File: src/rtl/snake_field_render_pkg.sv
`default_nettype none
// ============================================================================
// Package     : snake_pkg
// Description : Shared types and helpers for the snake field renderer.
//               Provides coordinate/segment widths, the renderer state
//               encoding, segment field extraction and cell indexing.
// Revision    : 1.0 - initial release
// ============================================================================
package snake_pkg;

    localparam int COORD_W = 8;
    localparam int SEG_W   = 16;

    typedef enum logic [1:0] {
        IDLE  = 2'd0,
        CLEAR = 2'd1,
        SCAN  = 2'd2,
        DONE  = 2'd3
    } state_t;

    // A segment is {y, x}, one byte each.
    function automatic logic [COORD_W-1:0] seg_x(input logic [SEG_W-1:0] seg);
        return seg[COORD_W-1:0];
    endfunction

    function automatic logic [COORD_W-1:0] seg_y(input logic [SEG_W-1:0] seg);
        return seg[SEG_W-1:COORD_W];
    endfunction

    // Row-major cell index at 16-bit width: y*size_x + x.
    function automatic logic [15:0] cell_idx(input logic [COORD_W-1:0] x,
                                             input logic [COORD_W-1:0] y,
                                             input logic [15:0]        size_x);
        return 16'(y) * size_x + 16'(x);
    endfunction

endpackage
`default_nettype wire

File: src/rtl/snake_field_render_cell_decode.sv
`default_nettype none
// ============================================================================
// Module      : snake_cell_decode
// Description : Combinational decode of one segment coordinate into a
//               bounds flag and a one-hot cell mask over the field.
//               With SNAKE_FIELD_WRAP_EN defined the coordinate is first
//               reduced onto the torus (0xFF -> SIZE-1, >=SIZE -> -SIZE).
// Ports       : x, y         - raw segment coordinate
//               x_red, y_red - coordinate after optional wrap reduction
//               in_bounds    - reduced coordinate lies inside the field
//               mask         - one-hot cell bit, zero when out of bounds
// Macro       : SNAKE_FIELD_WRAP_EN
// Revision    : 1.0 - initial release
// ============================================================================
module snake_cell_decode
    import snake_pkg::*;
#(
    parameter int SIZE_X = 10,
    parameter int SIZE_Y = 10,
    parameter int CELLS  = SIZE_X * SIZE_Y
) (
    input  logic [COORD_W-1:0] x,
    input  logic [COORD_W-1:0] y,
    output logic [COORD_W-1:0] x_red,
    output logic [COORD_W-1:0] y_red,
    output logic               in_bounds,
    output logic [CELLS-1:0]   mask
);

    localparam logic [COORD_W-1:0] c_size_x = COORD_W'(SIZE_X);
    localparam logic [COORD_W-1:0] c_size_y = COORD_W'(SIZE_Y);
    localparam logic [CELLS-1:0]   c_one    = CELLS'(1);

    logic [15:0] w_idx;

`ifdef SNAKE_FIELD_WRAP_EN
    // 0xFF is the underflow of a decrement at coordinate 0.
    always_comb begin
        if (x == 8'hFF)          x_red = c_size_x - 8'd1;
        else if (x >= c_size_x)  x_red = x - c_size_x;
        else                     x_red = x;
        if (y == 8'hFF)          y_red = c_size_y - 8'd1;
        else if (y >= c_size_y)  y_red = y - c_size_y;
        else                     y_red = y;
    end
`else
    assign x_red = x;
    assign y_red = y;
`endif

    assign in_bounds = (x_red < c_size_x) && (y_red < c_size_y);
    assign w_idx     = cell_idx(x_red, y_red, 16'(SIZE_X));
    assign mask      = in_bounds ? (c_one << w_idx) : '0;

endmodule
`default_nettype wire

File: src/rtl/snake_field_render.sv
`default_nettype none
// ============================================================================
// Module      : snake_field_render
// Description : Reader side of the snake coordinate bus. Captures the
//               packed segment array on a snake2field strobe, walks one
//               segment per clock into a working occupancy bitmap, and
//               publishes the bitmap plus grow/collision flags on done.
// Ports       : clk, rst (sync, active low)
//               snake2field - capture strobe for snake_xy / lengh
//               lengh       - valid segment count (clamped to CELLS)
//               snake_xy    - packed {y,x} segments, index 0 is the head
//               food_x/y    - food cell
//               field       - occupancy bitmap, bit y*SIZE_X+x
//               busy, done  - scan in progress / one-cycle completion pulse
//               grow, collision - frame result, held until next done
// Macro       : SNAKE_FIELD_WRAP_EN (toroidal field, no wall collisions)
// Revision    : 1.0 - initial release
// ============================================================================
module snake_field_render
    import snake_pkg::*;
#(
    parameter int SIZE_X     = 10,
    parameter int SIZE_Y     = 10,
    parameter int CELLS      = SIZE_X * SIZE_Y,
    parameter int SNAKE_SIZE = 16 * CELLS
) (
    input  logic                  clk,
    input  logic                  rst,
    input  logic                  snake2field,
    input  logic [15:0]           lengh,
    input  logic [SNAKE_SIZE-1:0] snake_xy,
    input  logic [COORD_W-1:0]    food_x,
    input  logic [COORD_W-1:0]    food_y,
    output logic [CELLS-1:0]      field,
    output logic                  busy,
    output logic                  done,
    output logic                  grow,
    output logic                  collision
);

    localparam logic [15:0] c_cells = 16'(CELLS);

    state_t                r_state;
    logic [SNAKE_SIZE-1:0] r_snake_xy;
    logic [15:0]           r_len;
    logic [15:0]           r_idx;
    logic [CELLS-1:0]      r_work;
    logic [COORD_W-1:0]    r_head_x;
    logic [COORD_W-1:0]    r_head_y;
    logic                  r_wall_hit;
    logic                  r_self_hit;

    logic [SEG_W-1:0]      w_seg;
    logic [COORD_W-1:0]    w_x_red;
    logic [COORD_W-1:0]    w_y_red;
    logic                  w_in_bounds;
    logic [CELLS-1:0]      w_mask;

    // Segment r_idx; r_idx is parked at 0 during CLEAR so the head decodes.
    assign w_seg = SEG_W'(r_snake_xy >> (32'(r_idx) * SEG_W));

    snake_cell_decode #(
        .SIZE_X (SIZE_X),
        .SIZE_Y (SIZE_Y),
        .CELLS  (CELLS)
    ) u_decode (
        .x         (seg_x(w_seg)),
        .y         (seg_y(w_seg)),
        .x_red     (w_x_red),
        .y_red     (w_y_red),
        .in_bounds (w_in_bounds),
        .mask      (w_mask)
    );

    always_ff @(posedge clk) begin
        if (!rst) begin
            r_state    <= IDLE;
            r_snake_xy <= '0;
            r_len      <= '0;
            r_idx      <= '0;
            r_work     <= '0;
            r_head_x   <= '0;
            r_head_y   <= '0;
            r_wall_hit <= 1'b0;
            r_self_hit <= 1'b0;
            field      <= '0;
            busy       <= 1'b0;
            done       <= 1'b0;
            grow       <= 1'b0;
            collision  <= 1'b0;
        end else begin
            done <= 1'b0;
            case (r_state)
                IDLE: begin
                    if (snake2field) begin
                        r_snake_xy <= snake_xy;
                        r_len      <= (lengh > c_cells) ? c_cells : lengh;
                        r_idx      <= '0;
                        busy       <= 1'b1;
                        r_state    <= CLEAR;
                    end
                end
                CLEAR: begin
                    r_work     <= '0;
                    r_head_x   <= w_x_red;
                    r_head_y   <= w_y_red;
                    r_idx      <= '0;
                    r_wall_hit <= 1'b0;
                    r_self_hit <= 1'b0;
                    r_state    <= SCAN;
                end
                SCAN: begin
                    if (r_idx < r_len) begin
                        r_work <= r_work | w_mask;
                        if (r_idx == 16'd0) begin
`ifndef SNAKE_FIELD_WRAP_EN
                            // Only the head can hit a wall.
                            if (!w_in_bounds) r_wall_hit <= 1'b1;
`endif
                        end else if (w_x_red == r_head_x && w_y_red == r_head_y) begin
                            r_self_hit <= 1'b1;
                        end
                        r_idx <= r_idx + 16'd1;
                    end else begin
                        r_state <= DONE;
                    end
                end
                DONE: begin
                    field     <= r_work;
                    grow      <= (r_len != 16'd0) && (r_head_x == food_x) &&
                                 (r_head_y == food_y) && !r_wall_hit;
                    collision <= r_wall_hit | r_self_hit;
                    done      <= 1'b1;
                    busy      <= 1'b0;
                    r_state   <= IDLE;
                end
                default: r_state <= IDLE;
            endcase
        end
    end

endmodule
`default_nettype wire
File: config.mk
export PLATFORM = sky130hd
export DESIGN_NAME = snake_field_render
export DESIGN_NICKNAME = d
export VERILOG_FILES = /design/src/rtl/snake_field_render_pkg.sv /design/src/rtl/snake_field_render_cell_decode.sv /design/src/rtl/snake_field_render.sv
export SDC_FILE = /design/constraint.sdc
export NUM_CORES = 2
export LEC_CHECK = 0
export ABC_CLOCK_PERIOD_IN_PS = 9200
export CAP_MARGIN = 20
export CORE_AREA = 2 2 684 686
export DETAILED_ROUTE_END_ITERATION = 8
export DIE_AREA = 0 0 686 688
export PLACE_DENSITY = 0.34
export SYNTH_ARGS = -nofsm -noshare
export SYNTH_HDL_FRONTEND = slang
export SYNTH_HIERARCHICAL = 1
export SYNTH_SLANG_ARGS = --single-unit
File: constraint.sdc
create_clock -name clk -period 9.2 [get_ports clk]
set_clock_uncertainty 0.2 [all_clocks]
set_input_delay 1.38 -clock clk [delete_from_list [all_inputs] [get_ports clk]]
set_output_delay 1.38 -clock clk [all_outputs]
set_load 0.05 [all_outputs]
==> flow_summary.yaml <==
status:
  outcome: "finished, final reports clean"
detailed_routing:
  top_layer: "met5"
  wl_met2_um: 251000
  drtAntennaViolNets: 0
  drtIter0Drc: 5820
  via_per_inst: 4.44
  finalWirelength_um: 513000
  wl_per_cell_um: 30.1
  drt_first_pass_iters: 5
  drc: 0
  wl_met1_um: 216000
  via_count: 75600
  wl_met3_um: 28400
flow_run:
  max-cap-violations: 0
critical_path:
  worst-endpoint-arrival_ns: 8.69
  cpMostUsedCell: "ha_1"
  crit_slowest_cell: "nand4_1"
  crit_fanout: 21
  crit_buf_inv: 1
  end_kind: "flop"
  cp_top_family: "compound AO/OA/AOI/OAI gates"
  crit_chain: "buf_4 -> mux4_2 -> a22o_1 -> a211oi_1 -> a21oi_1 -> a22oi_1 -> a21oi_1 -> ha_1 -> ha_1 -> fa_1 -> ha_1 -> a211oi_1 -> o211ai_1 -> mux2i_1 -> nand4_1 -> nor4_1 -> a22o_1"
  slowest_delay_ns: 0.84
  required_ns: 9.80
  start_kind: "flop"
  rrSetupSlack_ns: 1.11
  critical_path_class: "flop to flop"
placed_design:
  place_ws_ns: 0.580
  dpl.hpwl_um: 406000
  routabilityCongestion: 0.863
  port_buffers: 1738
sta:
  hold_violations: 0
  tns_ns: 0
  finalMaxSlewViolations: 0
  rsz0062_at_grt: "no"
  final-setup-viol-count: 0
  maxSlewHeadroom_pct: 10.8
  fin_crit_sh_pct: 87.9
  fmax_ghz: 0.124
  worstMarginPinSlew_ns: 1.34
  period_minus_slack_ns: 8.09
  worst_slack_ns: 1.11
die:
  dieArea_um2: 472000
  start_util_pct: 16.8
  fp.dieW_um: 686
  core_area_um2: 465000
  num_rows: 251
  dieHeight_um: 688
  pin_count: 1739
pwr:
  vdd_drop_max_mv: 0.214
  powerDensity_nw_per_um2: 261
  pwr-share-comb_pct: 29.2
  internal-power_mw: 17.9
  pwr-share-seq_pct: 36.3
  p_sw_mw: 10.8
  swShare_pct: 37.5
  leakagePower_nw: 37.2
  pwr-share-clk_pct: 34.5
clock_network:
  cts_buffers: 237
  htreeDepth: 4
  root_buffer: "clkbuf_16"
  cts_buffer_depth: 4
  path_clk_slew_ns: 0.06
  postCtsResizedCells: 0
  cts_tree: "done"
  cts_hold_repair.buffers: 0
  clkLatencyLatePin_ns: 0.96
  cts_sinks: 1856
  postCtsSetupBuffers: 0
logic_synthesis:
  async_reset_ff_share_pct: 0
  synth_edf_count: 0
  yosysWarnings: 6
  synth_most_common_cell: "nand2_1"
  postSynthCellCount: 9194
  yosys-top-cells-area: "dfxtp_1 48%, nand2_1 16%, a21oi_1 11%"
  synth_ff_type: "dfxtp_1"
  ys_types: 70
  yosysSeqAreaShare_pct: 47.5
  syn_area_per_cell_um2: 8.50
  yosysTopAreaCell: "dfxtp_1"
  yosys_register_bits: 1856
  syn_nets: 10900
  synth_common_cells: "3,322 x nand2_1, 1,856 x dfxtp_1, 1,669 x a21oi_1"
  yosysTopAreaCellShare_pct: 47.5
  synth_area_um2: 78200
grt:
  grt_pass1_wl_um: 676000
  grt_max_degree: 215
  overflow: 0
  antenna_found_initial: 359
  gr-usage-all-layers_pct: 20.8
  grt_pass1_vias: 74900
finish:
  drive_gt1_share_pct: 8.80
  area_delta_synth_final_pct: 40.8
  fin_nets: 12200
min_path:
  hold_path.class: "flop to flop"
[stage by stage]
stage          cell area, um2  hold slack, ns  instances  total power, mW  util, %
2_1_floorplan           78200           0.233       9194             15.0        -
3_3_place_gp           102000           0.239      16500             19.0     21.8
3_5_place_dp           102000           0.244      16500             19.1     21.8
4_1_cts                110000           0.203      16900             29.1     23.6
5_1_grt                110000           0.241      17000             30.2     23.6
6_report               110000           0.236      17000             28.7     23.7
[power by group through the flow]
| stage | registers (mW) | logic, mW | clock network, mW |
|---|---|---|---|
| 2_1_floorplan | 10.0 | 5.03 | 0 |
| 3_3_place_gp | 10.6 | 8.42 | 0 |
| 3_5_place_dp | 10.6 | 8.47 | 0 |
| 4_1_cts | 10.4 | 8.50 | 10.2 |
| 5_1_grt | 10.5 | 9.14 | 10.5 |
| 6_report | 10.4 | 8.36 | 9.90 |
[kinds of logic (layout without fill, tap and decap cells)]
family | Yosys count | count (layout) | share of synthesized area [%]
AO/OA/AOI/OAI | 2062 | 2062 | 14.8
XOR/XNOR | 40 | 40 | 0.448
adder cells (fa/ha/maj) | 42 | 42 | 0.691
buffers and inverters | 818 | 2329 | 4.27
flip-flops | 1856 | 1856 | 47.5
multiplexers | 629 | 629 | 13.6
other | 0 | 117 | 0
AND/OR/NAND/NOR | 3747 | 3747 | 18.7
[layout make-up]
cell class | instances | area [um2]
repair buffers | 1871 | 18800
clock inverters | 73 | 1080
clock buffers | 355 | 7080
inverters | 30 | 121
diodes | 117 | 293
well taps | 6198 | 7750
flip-flops and latches | 1856 | 37200
fillers | 50900 | 355000
multi-input cells | 6520 | 37800
[routing by layer]
layer | GRT usage, % | vias to the layer above
met5 | 0 | -
met4 | 6.36 | 150
met3 | 4.25 | 866
met2 | 36.2 | 2539
met1 | 25.7 | 37800
li1 | - | 34200
[path summary, 6_finish.rpt]
path,startpoint,end,cells past startpoint
min,r_work[82]$_SDFFE_PN0P_,field[82]$_SDFFE_PN0P_,2
max reg2reg,r_idx[0]$_SDFFE_PN0P_,r_work[36]$_SDFFE_PN0P_,17
min reg2reg,r_work[82]$_SDFFE_PN0P_,field[82]$_SDFFE_PN0P_,2
max,r_idx[0]$_SDFFE_PN0P_,r_work[36]$_SDFFE_PN0P_,17
[cells in the final DEF (no fill, tap or decap), types with 21 or more instances in the layout]
cell | Yosys | routed
nor3_1 | 61 | 60
clkbuf_1 | 611 | 50
nor4_1 | 23 | 22
nor2_1 | 179 | 176
diode_2 | 0 | 117
o221ai_1 | 21 | 21
buf_4 | 42 | 98
mux2i_1 | 252 | 252
inv_1 | 29 | 28
mux2_2 | 36 | 36
nand2_1 | 3322 | 3321
buf_12 | 0 | 32
clkbuf_16 | 0 | 239
a221oi_1 | 23 | 23
a211oi_1 | 27 | 27
nand3_1 | 60 | 60
o21ai_0 | 27 | 27
nand4_1 | 25 | 25
clkbuf_8 | 0 | 66
dfxtp_1 | 1856 | 1850
clkinv_2 | 0 | 33
xnor2_1 | 28 | 28
clkdlybuf4s50_1 | 0 | 1738
a32oi_1 | 28 | 28
ha_1 | 40 | 39
a22o_1 | 110 | 110
mux4_2 | 341 | 341
o22ai_1 | 21 | 21
a21oi_1 | 1669 | 1668
a22oi_1 | 51 | 51
[flip-flops by register name, summed over array words and instances (netlist names)]
| name | flops |
|---|---|
| r_head_x | 8 |
| collision | 1 |
| busy | 1 |
| r_len | 16 |
| done | 1 |
| r_state | 2 |
| r_self_hit | 1 |
| r_work | 100 |
| r_wall_hit | 1 |
| r_snake_xy | 1600 |
| grow | 1 |
| field | 100 |
| r_idx | 16 |
| r_head_y | 8 |
[tightest hold or removal path, delay by kind of cell (launching register included)]
kind / cells / cell delay [ns]
DFF: 1 / 0.33
muxes: 1 / 0.07
and+or+nand+nor: 1 / 0.09
(Power assumes the default switching activity.)
